===== src/rtl/llc_pkg.sv =====
// Shared types and defaults for the LLC tag controller: MESI/op/FSM enums,
// default geometry, and address field extraction helpers.
package llc_pkg;

  typedef enum logic [1:0] {
    MESI_I = 2'd0,
    MESI_S = 2'd1,
    MESI_E = 2'd2,
    MESI_M = 2'd3
  } mesi_e;

  typedef enum logic [1:0] {
    OP_READ      = 2'd0,
    OP_WRITE     = 2'd1,
    OP_SNOOP_INV = 2'd2,
    OP_SNOOP_RD  = 2'd3
  } op_e;

  typedef enum logic [1:0] {
    ST_IDLE   = 2'd0,
    ST_LOOKUP = 2'd1,
    ST_UPDATE = 2'd2,
    ST_RESP   = 2'd3
  } state_e;

  localparam int LLC_ADDR_W   = 32;
  localparam int LLC_OFFSET_W = 6;
  localparam int LLC_INDEX_W  = 4;
  localparam int LLC_WAYS     = 4;

  // Extract a field of 'width' bits starting at bit 'lsb'; used to split an
  // address into its tag (lsb=OFFSET_W+INDEX_W) and index (lsb=OFFSET_W).
  function automatic logic [63:0] llc_addr_field(input logic [63:0] addr,
                                                 input int lsb,
                                                 input int width);
    return (addr >> lsb) & ((64'd1 << width) - 64'd1);
  endfunction

  function automatic logic [31:0] llc_sat_inc(input logic [31:0] v);
    return (v == 32'hFFFF_FFFF) ? v : v + 32'd1;
  endfunction

endpackage


===== src/rtl/llc_plru_tree.sv =====
// Tree-PLRU for one set: victim selection and next tree bits after an access.
// Nodes are heap-ordered (root 0, children 2n+1/2n+2); a 0 bit points left.
module llc_plru_tree #(
  parameter int WAYS = 4
) (
  input  logic [WAYS-2:0]         i_bits,
  input  logic [$clog2(WAYS)-1:0] i_acc_way,
  output logic [$clog2(WAYS)-1:0] o_victim,
  output logic [WAYS-2:0]         o_bits_nxt
);

  localparam int WW = $clog2(WAYS);
  localparam int NI = (WAYS > 2) ? $clog2(WAYS - 1) : 1;

  int          w_vnode;
  int          w_vpath;
  logic        w_vbit;
  int          w_unode;
  logic        w_ubit;
  logic [WW-1:0] w_shift;

  // Follow the pointers from the root; the path bits spell the victim way.
  always_comb begin
    w_vnode = 0;
    w_vpath = 0;
    w_vbit  = 1'b0;
    for (int l = 0; l < WW; l++) begin
      w_vbit  = i_bits[NI'(w_vnode)];
      w_vpath = 2 * w_vpath + int'(w_vbit);
      w_vnode = 2 * w_vnode + 1 + int'(w_vbit);
    end
    o_victim = WW'(w_vpath);
  end

  // Walk the accessed way's path and flip each node to point away from it.
  always_comb begin
    o_bits_nxt = i_bits;
    w_unode    = 0;
    w_ubit     = 1'b0;
    w_shift    = '0;
    for (int l = 0; l < WW; l++) begin
      w_shift = i_acc_way >> (WW - 1 - l);
      w_ubit  = w_shift[0];
      o_bits_nxt[NI'(w_unode)] = ~w_ubit;
      w_unode = 2 * w_unode + 1 + int'(w_ubit);
    end
  end

endmodule


===== src/rtl/llc_tag_ctrl.sv =====
// Set-associative LLC tag controller with MESI state and tree-PLRU allocation.
// Optional hit/miss/evict/writeback counters when LLC_STATS_EN is defined.
module llc_tag_ctrl
  import llc_pkg::*;
#(
  parameter int ADDR_W   = LLC_ADDR_W,
  parameter int OFFSET_W = LLC_OFFSET_W,
  parameter int INDEX_W  = LLC_INDEX_W,
  parameter int WAYS     = LLC_WAYS
) (
  input  logic                    clk,
  input  logic                    rst_n,
  input  logic                    req_valid,
  output logic                    req_ready,
  input  logic [1:0]              req_op,
  input  logic [ADDR_W-1:0]       req_addr,
  output logic                    rsp_valid,
  output logic                    rsp_hit,
  output logic [$clog2(WAYS)-1:0] rsp_way,
  output logic [1:0]              rsp_mesi,
  output logic                    rsp_evict,
  output logic                    rsp_wb,
  output logic [ADDR_W-1:0]       rsp_victim_addr,
  output logic [1:0]              dbg_state
`ifdef LLC_STATS_EN
  ,
  output logic [31:0]             stat_hits,
  output logic [31:0]             stat_misses,
  output logic [31:0]             stat_evicts,
  output logic [31:0]             stat_wbs
`endif
);

  localparam int TAG_W = ADDR_W - INDEX_W - OFFSET_W;
  localparam int SETS  = 1 << INDEX_W;
  localparam int WW    = $clog2(WAYS);

  // Handshake: a request is taken on any clk edge where req_valid && req_ready;
  // req_ready is high only in IDLE. The response is a single-cycle rsp_valid
  // pulse with no backpressure; rsp_* are zero whenever rsp_valid is low.

  state_e              r_state;
  state_e              w_state_nxt;
  op_e                 r_op;
  logic [ADDR_W-1:0]   r_addr;

  mesi_e               r_mesi [SETS][WAYS];
  logic [TAG_W-1:0]    r_tag  [SETS][WAYS];
  logic [WAYS-2:0]     r_plru [SETS];

  logic [TAG_W-1:0]    w_tag;
  logic [INDEX_W-1:0]  w_idx;
  logic                w_accept;

  logic                w_hit;
  logic [WW-1:0]       w_hit_way;
  logic                w_inv_found;
  logic [WW-1:0]       w_inv_way;
  logic [WW-1:0]       w_plru_victim;
  logic [WW-1:0]       w_sel_way;
  logic [WAYS-2:0]     w_plru_nxt;

  logic                r_hit;
  logic [WW-1:0]       r_way;
  mesi_e               r_old_mesi;
  logic [TAG_W-1:0]    r_old_tag;

  logic                w_wr_line;
  logic                w_touch;
  mesi_e               w_new_mesi;
  logic                w_rsp_hit;
  logic [WW-1:0]       w_rsp_way;
  mesi_e               w_rsp_mesi;
  logic                w_rsp_evict;
  logic                w_rsp_wb;
  logic [ADDR_W-1:0]   w_rsp_vaddr;

  logic                r_rsp_hit;
  logic [WW-1:0]       r_rsp_way;
  mesi_e               r_rsp_mesi;
  logic                r_rsp_evict;
  logic                r_rsp_wb;
  logic [ADDR_W-1:0]   r_rsp_vaddr;

  assign w_tag    = TAG_W'(llc_addr_field(64'(r_addr), OFFSET_W + INDEX_W, TAG_W));
  assign w_idx    = INDEX_W'(llc_addr_field(64'(r_addr), OFFSET_W, INDEX_W));
  assign w_accept = req_valid && req_ready;
  assign dbg_state = r_state;

  always_ff @(posedge clk) begin
    if (!rst_n) r_state <= ST_IDLE;
    else        r_state <= w_state_nxt;
  end

  always_comb begin
    w_state_nxt = r_state;
    req_ready   = 1'b0;
    case (r_state)
      ST_IDLE: begin
        req_ready = 1'b1;
        if (req_valid) w_state_nxt = ST_LOOKUP;
      end
      ST_LOOKUP: w_state_nxt = ST_UPDATE;
      ST_UPDATE: w_state_nxt = ST_RESP;
      default:   w_state_nxt = ST_IDLE;
    endcase
  end

  // Scan downward so the lowest-numbered invalid way wins.
  always_comb begin
    w_hit       = 1'b0;
    w_hit_way   = '0;
    w_inv_found = 1'b0;
    w_inv_way   = '0;
    for (int w = WAYS - 1; w >= 0; w--) begin
      if (r_mesi[w_idx][w] == MESI_I) begin
        w_inv_found = 1'b1;
        w_inv_way   = WW'(w);
      end else if (r_tag[w_idx][w] == w_tag) begin
        w_hit     = 1'b1;
        w_hit_way = WW'(w);
      end
    end
  end

  assign w_sel_way = w_hit ? w_hit_way : (w_inv_found ? w_inv_way : w_plru_victim);

  llc_plru_tree #(.WAYS(WAYS)) u_plru (
    .i_bits     (r_plru[w_idx]),
    .i_acc_way  (r_way),
    .o_victim   (w_plru_victim),
    .o_bits_nxt (w_plru_nxt)
  );

  always_comb begin
    w_wr_line   = 1'b0;
    w_touch     = 1'b0;
    w_new_mesi  = r_old_mesi;
    w_rsp_hit   = r_hit;
    w_rsp_way   = r_way;
    w_rsp_mesi  = MESI_I;
    w_rsp_evict = 1'b0;
    w_rsp_wb    = 1'b0;
    w_rsp_vaddr = '0;
    case (r_op)
      OP_READ, OP_WRITE: begin
        w_touch   = 1'b1;
        w_wr_line = 1'b1;
        if (r_hit) begin
          w_new_mesi = (r_op == OP_WRITE) ? MESI_M : r_old_mesi;
        end else begin
          w_new_mesi  = (r_op == OP_WRITE) ? MESI_M : MESI_E;
          w_rsp_evict = (r_old_mesi != MESI_I);
          w_rsp_wb    = (r_old_mesi == MESI_M);
          if (w_rsp_evict) w_rsp_vaddr = {r_old_tag, w_idx, {OFFSET_W{1'b0}}};
        end
        w_rsp_mesi = w_new_mesi;
      end
      default: begin
        // Snoops only act on a hit and never disturb the replacement order.
        if (r_hit) begin
          w_wr_line  = 1'b1;
          w_new_mesi = (r_op == OP_SNOOP_INV) ? MESI_I : MESI_S;
          w_rsp_wb   = (r_old_mesi == MESI_M);
          if (w_rsp_wb) w_rsp_vaddr = {w_tag, w_idx, {OFFSET_W{1'b0}}};
          w_rsp_mesi = w_new_mesi;
        end else begin
          w_rsp_way = '0;
        end
      end
    endcase
  end

  always_ff @(posedge clk) begin
    if (!rst_n) begin
      for (int s = 0; s < SETS; s++) begin
        for (int w = 0; w < WAYS; w++) begin
          r_mesi[s][w] <= MESI_I;
          r_tag[s][w]  <= '0;
        end
        r_plru[s] <= '0;
      end
    end else if (r_state == ST_UPDATE) begin
      if (w_wr_line) begin
        r_mesi[w_idx][r_way] <= w_new_mesi;
        r_tag[w_idx][r_way]  <= w_tag;
      end
      if (w_touch) r_plru[w_idx] <= w_plru_nxt;
    end
  end

  always_ff @(posedge clk) begin
    if (!rst_n) begin
      r_op        <= OP_READ;
      r_addr      <= '0;
      r_hit       <= 1'b0;
      r_way       <= '0;
      r_old_mesi  <= MESI_I;
      r_old_tag   <= '0;
      r_rsp_hit   <= 1'b0;
      r_rsp_way   <= '0;
      r_rsp_mesi  <= MESI_I;
      r_rsp_evict <= 1'b0;
      r_rsp_wb    <= 1'b0;
      r_rsp_vaddr <= '0;
    end else begin
      if (w_accept) begin
        r_op   <= op_e'(req_op);
        r_addr <= req_addr;
      end
      if (r_state == ST_LOOKUP) begin
        r_hit      <= w_hit;
        r_way      <= w_sel_way;
        r_old_mesi <= r_mesi[w_idx][w_sel_way];
        r_old_tag  <= r_tag[w_idx][w_sel_way];
      end
      if (r_state == ST_UPDATE) begin
        r_rsp_hit   <= w_rsp_hit;
        r_rsp_way   <= w_rsp_way;
        r_rsp_mesi  <= w_rsp_mesi;
        r_rsp_evict <= w_rsp_evict;
        r_rsp_wb    <= w_rsp_wb;
        r_rsp_vaddr <= w_rsp_vaddr;
      end
    end
  end

  assign rsp_valid       = (r_state == ST_RESP);
  assign rsp_hit         = rsp_valid & r_rsp_hit;
  assign rsp_way         = rsp_valid ? r_rsp_way : '0;
  assign rsp_mesi        = rsp_valid ? r_rsp_mesi : MESI_I;
  assign rsp_evict       = rsp_valid & r_rsp_evict;
  assign rsp_wb          = rsp_valid & r_rsp_wb;
  assign rsp_victim_addr = rsp_valid ? r_rsp_vaddr : '0;

`ifdef LLC_STATS_EN
  logic [31:0] r_stat_hits;
  logic [31:0] r_stat_misses;
  logic [31:0] r_stat_evicts;
  logic [31:0] r_stat_wbs;

  always_ff @(posedge clk) begin
    if (!rst_n) begin
      r_stat_hits   <= '0;
      r_stat_misses <= '0;
      r_stat_evicts <= '0;
      r_stat_wbs    <= '0;
    end else if (r_state == ST_RESP && (r_op == OP_READ || r_op == OP_WRITE)) begin
      if (r_rsp_hit) r_stat_hits   <= llc_sat_inc(r_stat_hits);
      else           r_stat_misses <= llc_sat_inc(r_stat_misses);
      if (r_rsp_evict) r_stat_evicts <= llc_sat_inc(r_stat_evicts);
      if (r_rsp_wb)    r_stat_wbs    <= llc_sat_inc(r_stat_wbs);
    end
  end

  assign stat_hits   = r_stat_hits;
  assign stat_misses = r_stat_misses;
  assign stat_evicts = r_stat_evicts;
  assign stat_wbs    = r_stat_wbs;
`endif

endmodule


===== config.mk =====
export PLATFORM = sky130hd
export DESIGN_NAME = llc_tag_ctrl
export DESIGN_NICKNAME = d
export VERILOG_FILES = /design/src/rtl/llc_pkg.sv /design/src/rtl/llc_plru_tree.sv /design/src/rtl/llc_tag_ctrl.sv
export SDC_FILE = /design/constraint.sdc
export NUM_CORES = 2
export LEC_CHECK = 0
export BUFFER_PORTS_ARGS = -buffer_cell sky130_fd_sc_hd__buf_4
export CAP_MARGIN = 20
export CORE_ASPECT_RATIO = 1.2
export CORE_UTILIZATION = 45
export CTS_BUF_LIST = sky130_fd_sc_hd__clkbuf_16
export CTS_CLUSTER_SIZE = 10
export DETAILED_ROUTE_END_ITERATION = 10
export PLACE_DENSITY = 0.63
export SKIP_LAST_GASP = 1
export SLEW_MARGIN = 0
export SYNTH_ARGS = -nofsm -noshare
export SYNTH_HDL_FRONTEND = slang
export SYNTH_SLANG_ARGS = --single-unit

===== constraint.sdc =====
create_clock -name clk -period 4.2 [get_ports clk]
set_input_delay 0.42 -clock clk [delete_from_list [all_inputs] [get_ports clk]]
set_output_delay 0.42 -clock clk [all_outputs]
set_load 0.1 [all_outputs]

==> impl_metrics.json <==
{
  "status": "complete, no violations",
  "via_per_inst": 6.46,
  "pwr_density_cell_nw_per_um2": 444,
  "clk_pin_slew_ps": 60,
  "maxSlewHeadroom_pct": 22.3,
  "p_leak_nw": 38.7,
  "design_area_um2": 93600,
  "ys_warn_count": 0,
  "cap_violations": 0,
  "finalPower_mw": 41.5,
  "cts-root-buf": "clkbuf_16",
  "swShare_pct": 28.0,
  "crit_path_max_incr_delay_ps": 470,
  "whs_ps": 143,
  "cp_slowest_cell": "dfxtp_4",
  "fill_cells": 14212,
  "r2r_slack_ps": 0.6,
  "p_seq_share_pct": 46.4,
  "arrival_ps": 4930,
  "ctsHtreeMaxLevel": 4,
  "dieWidth_um": 386,
  "fin_util_pct": 53.5,
  "crit_path_max_fanout": 31,
  "cts_buffers": 187,
  "ioPinCount": 80,
  "seq_area_frac_synth_pct": 62.2,
  "clkPwrFrac_pct": 34.8,
  "totalWireLength_um": 281000,
  "antenna_found_initial": 21,
  "ys_ff_latch": 1678,
  "routedWlPerCell_um": 32.9,
  "reg2regPathDepth": 16,
  "path_class": "reg2reg",
  "hold_depth": 3,
  "seqCellArea_um2": 49500,
  "drive_above_1_share_pct": 25.5,
  "synthFlopType": "edfxtp_1",
  "drt_iter0_markers": 8044,
  "worstHoldStart": "rst_n",
  "die_y_um": 462,
  "area_delta_synth_final_pct": 17.8,
  "synth_common_cells": "1584 x edfxtp_1, 1299 x and3_1, 560 x clkbuf_1",
  "grt_usage_pct": 31.1,
  "drc_errors": 0,
  "required_ps": 4930,
  "async_flop_share_pct": 0,
  "portBuffers": 67,
  "multiInputGateArea_um2": 27800,
  "setup_viol": 0,
  "period_share_pct": 100,
  "peakVddDrop_uv": 354,
  "final_antenna_net_count": 0,
  "cts_tree": "done",
  "rsz0062_at_grt": "yes",
  "yosys.area.top_type": "edfxtp_1",
  "min_path_type": "in2reg",
  "grt_overflow": 0,
  "finalNetCount": 6202,
  "die_area_um2": 178000,
  "insertion_delay_ps": 860,
  "startpoint_type": "register",
  "gp_congestion": 0.989,
  "coreArea_um2": 175000,
  "grt_pass1_vias": 52830,
  "yosysUniqueCellTypes": 93,
  "holdPathEnd": "dbg_state[0]$_SDFFE_PN0P_",
  "instances_no_fill": 8534,
  "worstReg2RegEnd": "r_old_tag[10]$_SDFFE_PN0N_",
  "end_kind": "register",
  "dp_hpwl_um": 175000,
  "drtPass1Iterations": 8,
  "via_count": 55133,
  "p_switching_mw": 11.6,
  "place_area_um2": 86100,
  "slew_violations": 0,
  "finalClockSkew_ps": 30.9,
  "comb_power_share_pct": 18.8,
  "netlist_top_cells_area": "edfxtp_1 60%, and3_1 10%, mux4_2 9.5%, mux2i_1 3.2%, clkbuf_1 2.6%",
  "p_int_mw": 29.9,
  "hold_viol": 0,
  "rows": 168,
  "cp_common_cell": "buf_4",
  "tightest_slew_ps": 1170,
  "yosysMostFrequentCell": "edfxtp_1",
  "fmax_mhz": 238,
  "start_util_pct": 45.4,
  "period_needed_ps": 4200,
  "grt_pass1_wl_um": 392000,
  "synth-edff-count": 1584,
  "synth_top_area_share_pct": 59.9,
  "crit_chain": "buf_12 -> buf_16 -> nor2b_2 -> buf_6 -> buf_4 -> a22oi_1 -> nand2_1 -> xor2_1 -> nand4_1 -> a211o_1 -> o31ai_4 -> a21boi_4 -> nor2_4 -> a211oi_1 -> buf_4 -> o41a_1",
  "dp.cells": 8137,
  "synth_area_per_cell_um2": 13.7,
  "clock-sinks": 1678,
  "grt_max_degree": 282,
  "clockBufferDepth": 3,
  "synthesis.area_um2": 79400,
  "synth_cells": 5797
}
-- per-layer routing --
metal	GRT usage (%)	vias to the layer above	share of wire (%)
li1	-	22779	-
met1	40.6	28249	37
met2	49.2	3462	47
met3	6.57	639	11
met4	15.4	4	5.3
met5	0	-	0.0075
-- layout make-up --
class / instances / area share, %
flip-flops and latches: 1678 / 52.9
multi-input cells: 3415 / 29.7
repair buffers: 864 / 8.78
clock buffers: 188 / 5.03
well taps: 2295 / 3.07
clock inverters: 65 / 0.411
inverters: 14 / 0.0682
diodes: 15 / 0.0401
-- per-stage QoR --
stage | worst slack (ps) | setup TNS [ps]
after floorplan | 187 | 0
after detailed placement | -750 | -16720
after global placement | -682 | -14650
final | 0.635 | 0
after global routing | -82.0 | -775
after CTS | -25.2 | -25.2
-- worst max path at each step --
stage / startpoint / endpoint / slack [ps]
6_report: register / r_old_tag[10]$_SDFFE_PN0N_ / 0.6
4_1_cts: register / r_old_tag[9]$_SDFFE_PN0N_ / -30
3_3_place_gp: register / r_old_tag[9]$_SDFFE_PN0N_ / -680
3_5_place_dp: register / r_old_tag[9]$_SDFFE_PN0N_ / -750
2_1_floorplan: register / r_old_mesi[0]$_SDFFE_PN0N_ / 190
5_1_grt: register / r_old_tag[8]$_SDFFE_PN0N_ / -80
-- logic make-up after synthesis --
| group | count (synthesis) | share of synthesized area (%) |
|---|---|---|
| AOI/OAI and AO/OA | 397 | 3.73 |
| xor gates and xnor gates | 98 | 1.08 |
| adders and majority gates | 5 | 0.0788 |
| buffers and inverters | 709 | 3.81 |
| DFF | 1678 | 62.2 |
| muxes | 632 | 13.3 |
| other | 1 | 0.00472 |
| and+or+nand+nor | 2277 | 15.7 |
-- timing repair --
| action | in CTS | in global routing |
|---|---|---|
| endpoints found under the setup margin | 27 | 26 |
| hold buffers | 32 | 0 |
| pin swaps | 18 | 13 |
| gates cloned | 5 | 9 |
| resized for setup | 77 | 105 |
| setup buffers | 35 | 49 |
| hold endpoints to repair | 32 | 0 |
-- sequential cells by signal, indices dropped and copies added, names as in the netlist, named ones only --
register     count
r_op             2
r_tag         1408
r_hit            1
r_way            2
r_rsp_wb         1
r_rsp_evict      1
r_mesi         128
r_rsp_mesi       2
r_rsp_vaddr     26
dbg_state        2
r_old_mesi       2
r_plru          48
r_old_tag       22
r_rsp_hit        1
r_addr          26
r_rsp_way        2
-- placed cells by master (no fill, tap or decap), drive strengths merged, types with 14 or more instances in the layout --
| master | netlist | routed |
|---|---|---|
| a22oi | 56 | 56 |
| edfxtp | 1584 | 1584 |
| and2 | 50 | 50 |
| buf | 135 | 819 |
| xor2 | 40 | 40 |
| a21boi | 33 | 33 |
| mux2i | 252 | 252 |
| a31oi | 14 | 14 |
| dfxtp | 94 | 94 |
| mux4 | 336 | 336 |
| mux2 | 44 | 44 |
| nand2 | 354 | 354 |
| o211ai | 20 | 20 |
| xnor2 | 58 | 58 |
| dlygate4sd3 | 0 | 32 |
| nor2b | 33 | 33 |
| diode | 0 | 15 |
| inv | 12 | 67 |
| nand3 | 40 | 40 |
| a21oi | 40 | 40 |
| nor2 | 365 | 365 |
| nand2b | 18 | 18 |
| clkbuf | 560 | 196 |
| a22o | 51 | 51 |
| and3 | 1299 | 1299 |
| nor4 | 16 | 16 |
| nand4 | 19 | 19 |
| nor3 | 32 | 32 |
| o21ai | 57 | 57 |
-- critical path: cells and delay by family, from the launching register on --
kind | cells | cell delay [ps]
flops | 1 | 470
buf+inv | 5 | 1050
xor+xnor | 1 | 180
simple gates | 4 | 930
compound gates | 6 | 1400
-- power groups by stage --
stage               clock (mW)  combinational (mW)  sequential, mW
floorplan                    0                3.66            19.3
global placement             0                6.96            19.6
detailed placement           0                6.99            19.6
CTS                       14.6                7.33            19.2
global route              15.1                8.03            19.3
finish                    14.5                7.82            19.3
No activity file was read; power rests on OpenSTA's default activity.
